`config.mk`:
```
export PLATFORM = sky130hd
export DESIGN_NAME = ps2_key_ctrl
export DESIGN_NICKNAME = d
export VERILOG_FILES = /design/src/rtl/ps2_key_ctrl.sv
export SDC_FILE = /design/constraint.sdc
export NUM_CORES = 1
export LEC_CHECK = 0
export CAP_MARGIN = 20
export CORE_MARGIN = 2
export CORE_UTILIZATION = 30
export CTS_BUF_LIST = sky130_fd_sc_hd__clkbuf_16
export DETAILED_ROUTE_END_ITERATION = 7
export MAX_ROUTING_LAYER = met4
export PLACE_DENSITY_LB_ADDON = 0.2
export SYNTH_ARGS = -nofsm -noshare
export SYNTH_HDL_FRONTEND = slang
export SYNTH_SLANG_ARGS = --single-unit
```
`constraint.sdc`:
```
create_clock -name clk -period 4.2 [get_ports clk]
set_input_delay 0.63 -clock clk [delete_from_list [all_inputs] [get_ports clk]]
set_output_delay 0.63 -clock clk [all_outputs]
set_load 0.02 [all_outputs]
```
`src/rtl/ps2_key_ctrl.sv`:
```
// rtl/ps2_key_ctrl.sv - PS/2 scan-code sequencer: pops receiver FIFO bytes and folds prefixes into key events
module ps2_key_ctrl #(
  parameter int CNT_W = 8
) (
  input  logic             clk,
  input  logic             rst,
  input  logic             ready,
  input  logic [7:0]       data_in,
  input  logic             overflow,
  input  logic             err_clr,
  output logic             nextdata_n,
  output logic             key_valid,
  output logic [7:0]       key_code,
  output logic             key_ext,
  output logic             key_release,
  output logic             key_repeat,
  output logic             pressing,
  output logic [7:0]       held_code,
  output logic             held_ext,
  output logic [CNT_W-1:0] press_cnt,
  output logic             err_flag
);

  localparam logic [7:0] CODE_EXT = 8'hE0;
  localparam logic [7:0] CODE_BRK = 8'hF0;
  localparam logic [7:0] CODE_ER0 = 8'h00;
  localparam logic [7:0] CODE_ER1 = 8'hFF;

  typedef enum logic [1:0] {
    IDLE = 2'd0,
    ACK  = 2'd1,
    GAP  = 2'd2
  } state_t;

  state_t state, state_n;

  logic [7:0]       byte_r, byte_n;
  logic             ext_pend, ext_pend_n;
  logic             brk_pend, brk_pend_n;
  logic             nextdata_n_n;
  logic             key_valid_n;
  logic [7:0]       key_code_n;
  logic             key_ext_n;
  logic             key_release_n;
  logic             key_repeat_n;
  logic             pressing_n;
  logic [7:0]       held_code_n;
  logic             held_ext_n;
  logic [CNT_W-1:0] press_cnt_n;
  logic             err_flag_n;
  logic             err_byte;
  logic             held_match;

  // The decoded byte names the held key when both extended bit and code agree.
  assign held_match = pressing && (held_ext == ext_pend) && (held_code == byte_r);

  // Next-state and next-output logic: latch in IDLE, pop and decode in ACK, settle in GAP.
  always_comb begin
    state_n       = state;
    byte_n        = byte_r;
    ext_pend_n    = ext_pend;
    brk_pend_n    = brk_pend;
    nextdata_n_n  = 1'b1;
    key_valid_n   = 1'b0;
    key_code_n    = key_code;
    key_ext_n     = key_ext;
    key_release_n = key_release;
    key_repeat_n  = key_repeat;
    pressing_n    = pressing;
    held_code_n   = held_code;
    held_ext_n    = held_ext;
    press_cnt_n   = press_cnt;
    err_byte      = 1'b0;

    case (state)
      IDLE: begin
        if (ready) begin
          byte_n       = data_in;
          nextdata_n_n = 1'b0;
          state_n      = ACK;
        end
      end
      ACK: begin
        state_n = GAP;
        if (byte_r == CODE_EXT) begin
          ext_pend_n = 1'b1;
        end else if (byte_r == CODE_BRK) begin
          brk_pend_n = 1'b1;
        end else if (byte_r == CODE_ER0 || byte_r == CODE_ER1) begin
          err_byte   = 1'b1;
          ext_pend_n = 1'b0;
          brk_pend_n = 1'b0;
        end else begin
          key_valid_n   = 1'b1;
          key_code_n    = byte_r;
          key_ext_n     = ext_pend;
          key_release_n = brk_pend;
          key_repeat_n  = 1'b0;
          ext_pend_n    = 1'b0;
          brk_pend_n    = 1'b0;
          if (!brk_pend) begin
            if (held_match) begin
              key_repeat_n = 1'b1;
            end else begin
              pressing_n  = 1'b1;
              held_code_n = byte_r;
              held_ext_n  = ext_pend;
              press_cnt_n = press_cnt + CNT_W'(1);
            end
          end else if (held_match) begin
            pressing_n  = 1'b0;
            held_code_n = 8'h00;
            held_ext_n  = 1'b0;
          end
        end
      end
      GAP: begin
        state_n = IDLE;
      end
      default: begin
        state_n = IDLE;
      end
    endcase

    // A set condition in the same cycle as err_clr keeps the flag set.
    if (overflow || err_byte) begin
      err_flag_n = 1'b1;
    end else if (err_clr) begin
      err_flag_n = 1'b0;
    end else begin
      err_flag_n = err_flag;
    end
  end

  // State and output registers; reset aborts any byte in flight and drops the pop strobe at once.
  always_ff @(posedge clk or negedge rst) begin
    if (!rst) begin
      state       <= IDLE;
      byte_r      <= 8'h00;
      ext_pend    <= 1'b0;
      brk_pend    <= 1'b0;
      nextdata_n  <= 1'b1;
      key_valid   <= 1'b0;
      key_code    <= 8'h00;
      key_ext     <= 1'b0;
      key_release <= 1'b0;
      key_repeat  <= 1'b0;
      pressing    <= 1'b0;
      held_code   <= 8'h00;
      held_ext    <= 1'b0;
      press_cnt   <= '0;
      err_flag    <= 1'b0;
    end else begin
      state       <= state_n;
      byte_r      <= byte_n;
      ext_pend    <= ext_pend_n;
      brk_pend    <= brk_pend_n;
      nextdata_n  <= nextdata_n_n;
      key_valid   <= key_valid_n;
      key_code    <= key_code_n;
      key_ext     <= key_ext_n;
      key_release <= key_release_n;
      key_repeat  <= key_repeat_n;
      pressing    <= pressing_n;
      held_code   <= held_code_n;
      held_ext    <= held_ext_n;
      press_cnt   <= press_cnt_n;
      err_flag    <= err_flag_n;
    end
  end

endmodule

```
==> impl_summary.md, run 1 <==
Placement
The placer congestion estimate is slightly above 0.7. The count of buffers added on input and output ports is 44. The detailed placement HPWL is 2.98 mm.

After detailed placement, the total cell area comes to 0.00256 sq mm.

Route
The post-detailed-route via-to-cell ratio is ~4.7. The first detailed-routing pass ran for 4 iterations. The routed wire length is between 4 and 5 mm.

The number of DRC violations after detailed-routing iteration 0 is 43. For this run, design rule violations remaining after detail routing come to 0. The routed wirelength normalized by instance count is 15.2 um. In this run the remaining antenna-violating nets after routing total 0. The via count of the routed design is between 1000 and 1500.

Setup path
The peak per-stage delay on the critical path is 490 ps. The worst register-to-register path has a depth of 7. In this run the worst path has a maximum fanout of 10. The startpoint type of the worst setup path is a flop. The gate family responsible for the most delay along the worst path is simple AND/OR/NAND/NOR gates. The endpoint of the most critical setup path is held_ext. For the worst setup path, the data required time is approximately 4400 ps. Counting both buffers and inverters, the worst setup path holds a total of 0. The cell count along the critical path is 7. The reg-to-reg critical path startpoint is byte_r[4].

The data arrival time at the worst-slack endpoint is roughly 2500 ps. The largest individual stage delay along the critical path comes from the cell dfrtp_1. The critical path startpoint is byte_r[4]. The endpoint kind of the worst setup timing path is a flop. Setup slack on the worst reg-to-reg path comes out at 1910 ps. The critical path in this run is classified as reg2reg. The endpoint identified for the worst register-to-register timing path is held_ext. Walking the worst path, the cells encountered are xor2_1, nor4_1, nand4_1, ha_1, nor2_1, o21ai_4, mux2_1.

Synth
The cell area after technology mapping is a little over 0.002 sq mm. For this run, the number of Yosys warnings is 0. The gate count of the mapped netlist is about 150.

The synthesized design spends more area on one cell type than any other, namely dfrtp_1. The top cell type's share of synthesized area is a little over half. The average footprint of a synthesized cell is 13.4 sq um. Summing the sequential cell areas from Yosys gives 53.5% of the chip area. When the netlist entered floorplanning its net count stood at 170. The number of flip-flops and latches in the synthesized netlist is 44. By area the synthesized netlist is led by dfrtp_1 (52%), mux2_2 (11%), mux2_4 (6.6%).

The number of unique standard cell types used by synthesis is 32.

Timing
Setup violations remaining at the end of the flow were counted as 0. The post-route minimum period is approximately 2300 ps. The number of max-slew violations in the final report is 0.

In the finished design, the share of the clock period the worst path needs comes to 54.6%. The final hold violation count is 0. The worst slew margin relative to its limit is around three fifths. The worst-case clock skew is between 3 and 4 ps. Setup repair after global routing left no endpoint under its margin. For the final routed database, the setup TNS stands at 0 ps. The highest clock rate is approximately 440 MHz. The transition time of the tightest slew-check pin is 599 ps.

Power
The total power consumption of the routed design is ~1.9 mW. The largest vdd supply drop is 0.255 mV. The leakage power is approximately 1.2 nW.

Dividing total power by cell area gives a power density of 685 mW/mm^2.

Global routing
The maximum number of pins on one net before global-route repair is 45. The via count of the first global-routing pass was between 1000 and 1500. Global routing consumed, over all layers together, 12.4% of the routing resources. The first global-routing pass estimated 6.87 mm of wire.

The residual overflow from global routing is 0. The initial antenna violation count is 0.

Floorplanning
45 I/O pins were placed. The floorplan has 30 rows. Once the floorplan was initialized, standard cells occupied between 30% and 40% of the core. In this run the horizontal extent of the chip is about 87 um. The die covers between 0.007 and 0.008 sq mm. The core region area is ~0.0067 sq mm. The floorplan die height is around 87 um.

CTS
The clock tree from TritonCTS is yes. In this run, post-CTS hold repair placed 0 buffers. The clock tree root buffer cell is clkbuf_16. Clock-pin slew was measured on the worst setup and hold paths at roughly 60 ps. The number of buffers on the longest clock path is 2. The post-cts resize count is 0.

The clock latency at the later pin of the worst-skew pair is around 280 ps. The count of buffers added by post-CTS timing repair for setup is 0. In this run the number of H-tree levels came out at 2. For this design, the sink count on the clock tree is 44. Buffers inserted during clock tree synthesis total 5.

Layout
At the end of the flow the core is filled with cells to around two fifths. The area occupied by multi-input gates is between 800 and 900 sq um. The flip-flop and latch area is ~0.0011 sq mm. Of the cells placed in the final design, the portion with a size suffix greater than 1 is a little over a fifth.

Compared with the post-synthesis result, the final layout area differs by 32.1%. The design area is 0.00272 sq mm. The number of filler cells placed in the layout is approximately 630. 0 antenna diodes ended up in the layout.

The final layout net count is roughly 220.

Job
Across the run, the number of max-cap violations was 0.

Hold path
The worst hold path belongs to the class in2async.

Run status
The run finished with clean final reports.
==> how the worst min path moves through the flow <==
stage | start | endpoint | slack (ps) | depth (start not counted)
finish | rst | key_code[2] | 220 | 1
global route | rst | key_code[2] | 240 | 1
CTS | press_cnt[7] | press_cnt[7] | 480 | 1
detailed placement | press_cnt[7] | press_cnt[7] | 470 | 1
global placement | press_cnt[7] | press_cnt[7] | 470 | 1
floorplan | rst | brk_pend | 330 | 0
==> state kept, by name, indices dropped and copies added (netlist names), 2 cells and up <==
name / count
held_code: 8
key_code: 8
state: 2
byte_r: 8
press_cnt: 8
==> cells by family after synthesis <==
family	synth area share, %
buffers and inverters	3.16
AOI/OAI and AO/OA	6.80
adders and majority gates	1.82
and+or+nand+nor	9.90
xor gates and xnor gates	6.80
muxes	18.0
DFF	53.5
==> report_power, final <==
group | total [mW] | internal [mW] | switching, mW
logic | 0.763 | 0.419 | 0.344
clock network | 0.362 | 0.214 | 0.148
registers | 0.739 | 0.575 | 0.164
total | 1.86 | 1.21 | 0.656
==> layout make-up <==
type                            count  area share [%]
Clock buffer                        5            4.60
Multi-Input combinational cell     97            32.8
Tap cell                           80            3.68
Timing Repair Buffer               46            17.0
Clock inverter                      3           0.414
Sequential cell                    44            40.5
Inverter                            7           0.966
==> synthesized netlist by cell type <==
cell,count
dfrtp_1,43
mux2_2,20
mux2_4,9
nor2b_1,9
xnor2_1,8
xor2_1,8
inv_1,7
nor2_1,6
a21oi_1,5
o211ai_1,4
and3_1,3
ha_1,3
nand2_1,3
o2111ai_1,3
and4_1,2
buf_1,2
buf_6,2
nor4_1,2
o21ai_4,2
a31oi_4,1
buf_2,1
clkbuf_1,1
dfstp_2,1
mux2_1,1
nand2b_1,1
nand3_1,1
nand4_1,1
nor2_2,1
nor3b_1,1
nor4_2,1
nor4_4,1
o21ai_0,1
==> cell usage in the layout (no fill, tap or decap), drive strengths merged <==
master,count
ha,3
nand2,3
and3,3
nand3,1
mux2,30
xnor2,8
a31oi,1
nor2b,9
clkdlybuf4s50,43
o2111ai,3
a21oi,5
nand4,1
nor3b,1
clkinv,1
o211ai,4
nor4,4
o21ai,3
and4,2
nand2b,1
dfstp,1
inv,9
dfrtp,43
xor2,8
clkbuf,5
buf,3
nor2,7
==> per-stage QoR <==
stage / hold slack (ps) / instances / setup slack (ps)
after floorplan: 334 / 154 / 2140
after global placement: 467 / 273 / 1840
after detailed placement: 468 / 273 / 1860
after CTS: 483 / 281 / 1850
after global routing: 238 / 282 / 1780
final: 220 / 282 / 1910
==> layer usage <==
layer  part of all wire (%)  routed length [um]  up-vias  global-route usage (%)
li1                       -                   -      631                       -
met1                     51                2170      650                    17.7
met2                     43                1820       43                    16.6
met3                    5.0                 214        6                    2.94
met4                    1.8                  78        0                    5.54
met5                      0                   0        -                       -
No activity file was read; power rests on OpenSTA's default activity.
==> inputs of run 2 (changes only) <==
==> constraint.sdc (replaced) <==
create_clock -name clk -period 1.93 [get_ports clk]
set_input_delay 0.2895 -clock clk [delete_from_list [all_inputs] [get_ports clk]]
set_output_delay 0.2895 -clock clk [all_outputs]
set_load 0.02 [all_outputs]
==> run 2 against run 1 <==
  * The run now ends with negative setup slack left
  * Critical path depth did not move
  * First-iteration DRC count grew 40%
  * Routed wire length up 9.0%
  * Critical endpoint unchanged
  * Largest power group unchanged
==> impl_summary.md, run 2 (same netlist as run 1, synthesis figures left out) <==
CTS
CTS placed an instance of clkbuf_16 at the clock tree root. TritonCTS built the clock tree. The H-tree depth reported by CTS is 2.

The number of buffers created by CTS is 5. At the later pin of the worst-skew pair, clock insertion delay measures between 200 and 300 ps. The number of buffers on the longest clock path is 2. The clock input transition at the sequential cells of the worst setup and hold paths is approximately 60 ps. The clock net in this run drives a total of 44 sinks.

Global routing
Summed over all layers, the global routing overflow is 0. The initial antenna violation count was 0. The overall fraction of global-route tracks in use is between 10% and 20%.

The wire length of the first global-routing pass is roughly 7.5 mm. Entering global routing, the biggest net connects between 40 and 50 pins. The via count of the first global-routing pass is 1447.

Layout
From synthesis to final layout, the design area changed by 45.8%. The top cell types in the final layout, fill and taps aside, are clkdlybuf4s50_1 (43), dfrtp_1 (39), buf_4 (26), mux2_2 (20). The library cell used most frequently in the layout, excluding fill and tap cells, is clkdlybuf4s50_1. Of the cells placed in the final design, the portion with a size suffix greater than 1 is about a third. The final antenna diode count is 0. The final layout net count is about 250. The share of the core filled with cells in the final layout is between 40 and 50%.

Setup path
The data required time at the worst endpoint is roughly 2100 ps. The gate family responsible for the most delay along the worst path is simple AND/OR/NAND/NOR gates. The worst setup path is captured at a flop.

Counting both buffers and inverters, the worst setup path holds a total of 0. Along the worst path, the maximum fanout reaches 5. STA classifies the critical path startpoint as a flop.

The peak per-stage delay on the critical path is just under 400 ps. The data arrival time at the worst-slack endpoint is about 2300 ps. The critical path goes through xor2_1, nor4_1, nand4_1, ha_1, nor2_4, o21ai_4, mux2_1. The classification of the worst setup path is reg2reg.

The slowest stage of the critical path is the dfrtp_1 cell.

Route
After detailed routing, the number of vias per cell comes to 4.57. The routed wirelength normalized by instance count is between 15 and 20 um. In this run, the number of DRC markers left after iteration 0 of detailed routing was 60. The total DRC errors in the routed layout is 0. The via count of the routed design is roughly 1400. The detailed-router iteration count before antenna repair is 4. The routed wire length is 4.67 mm. Once detail routing completed, the nets flagged for antenna violations numbered 0.

Run status
The flow ran to the end, but the final reports show violations. The checks that failed: negative setup slack.

Floorplanning
between 40 and 50 I/O pins were placed. The die extent in x is just under 90 um. The core region area is 0.00672 sq mm. In this run the vertical extent of the chip is 86.9 um.

The area enclosed by the die boundary is between 0.007 and 0.008 sq mm. The starting utilization of the core area is a little under a third. The number of placement rows is 30.

Timing
The setup-violating endpoint count in the final report is 14. The number of max-slew violations in the final report came to 0. The worst path uses 110% of the clock period. The final hold violation count was 0.

The transition time of the tightest slew-check pin is ~550 ps. The highest clock rate is ~470 MHz. Setup repair after global routing could not meet its margin everywhere. The worst slew margin relative to its limit is 63.3%. The smallest setup slack after layout is -199 ps. For the finished layout, the period the worst path requires is about 2100 ps. Across the routed clock network, the largest skew measured is ~7 ps.

Placement
The port buffer count is 44. The detailed placement HPWL is 3.34 mm. At the end of routability-driven placement, the weighted congestion stood at 0.772.

Power
Dividing total power by cell area gives a power density of roughly 1500 mW/mm^2. The leakage power is roughly 1.3 nW. After layout, the design draws a total of around 4.6 mW. The largest vdd supply drop is 0.407 mV.

Job
Max-cap violations in this run came to 0.

Hold path
The class of the most critical hold timing path is in2async.
[run 2: changes by cell type in the layout (fill, tap and decap cells not counted), sizes merged]
cell	previous run	this run
o21ai	3	4
inv	9	7
clkinv	1	2
bufinv	0	1
dlygate4sd3	0	1
buf	3	29
[run 2: layout make-up]
cell class	count	area (sq um)
multi-input cells	98	931
inverters	7	26.3
well taps	80	100
flip-flops and latches	44	1110
fillers	638	3710
repair buffers	73	672
clock buffers	5	125
clock inverters	3	42.5
[run 2: final timing paths]
| kind | end | depth (start not counted) | slack [ps] | startpoint |
|---|---|---|---|---|
| worst max-delay path | held_ext | 7 | -200 | byte_r[0] |
| worst min-delay path | key_valid | 2 | 310 | rst |
| worst max register to register | held_ext | 7 | -200 | byte_r[0] |
| worst min register to register | press_cnt[7] | 1 | 480 | press_cnt[7] |
| max in group asynchronous | held_ext | 3 | 880 | rst |
| min in group clk | press_cnt[7] | 1 | 480 | press_cnt[7] |
[run 2: what timing repair did]
| action | CTS | global route |
|---|---|---|
| gates cloned | 0 | 1 |
| pin swaps | 0 | 5 |
| endpoints found under the hold margin | 1 | 0 |
| resized for setup | 0 | 6 |
| setup buffers | 0 | 1 |
| setup endpoints to repair | 13 | 25 |
| hold buffers | 1 | 0 |
[run 2: stage by stage]
step / TNS (ps) / setup slack [ps] / area, sq um / hold slack [ps] / cells
floorplan: -107 / -39.4 / 2070 / -6.09 / 154
global placement: -1960 / -187 / 2780 / 71.3 / 299
detailed placement: -1650 / -170 / 2780 / 73.3 / 299
CTS: -1730 / -180 / 2960 / 297 / 308
global route: -2880 / -250 / 3000 / 337 / 310
finish: -2070 / -199 / 3000 / 315 / 310
[run 2: where the power goes]
| part | internal [mW] | leakage (nW) | total [mW] | switching (mW) |
|---|---|---|---|---|
| registers | 1.26 | 0.534 | 1.51 | 0.255 |
| logic | 1.14 | 0.701 | 2.09 | 0.951 |
| clock network | 0.608 | 0.0814 | 0.955 | 0.347 |
[run 2: layer usage]
metal,vias to the layer above,wire length (um),GRT usage [%]
met3,5,162,3.41
met4,0,60,4.26
met2,25,2220,18.9
li1,688,-,-
met5,-,0,-
met1,700,2230,19.1
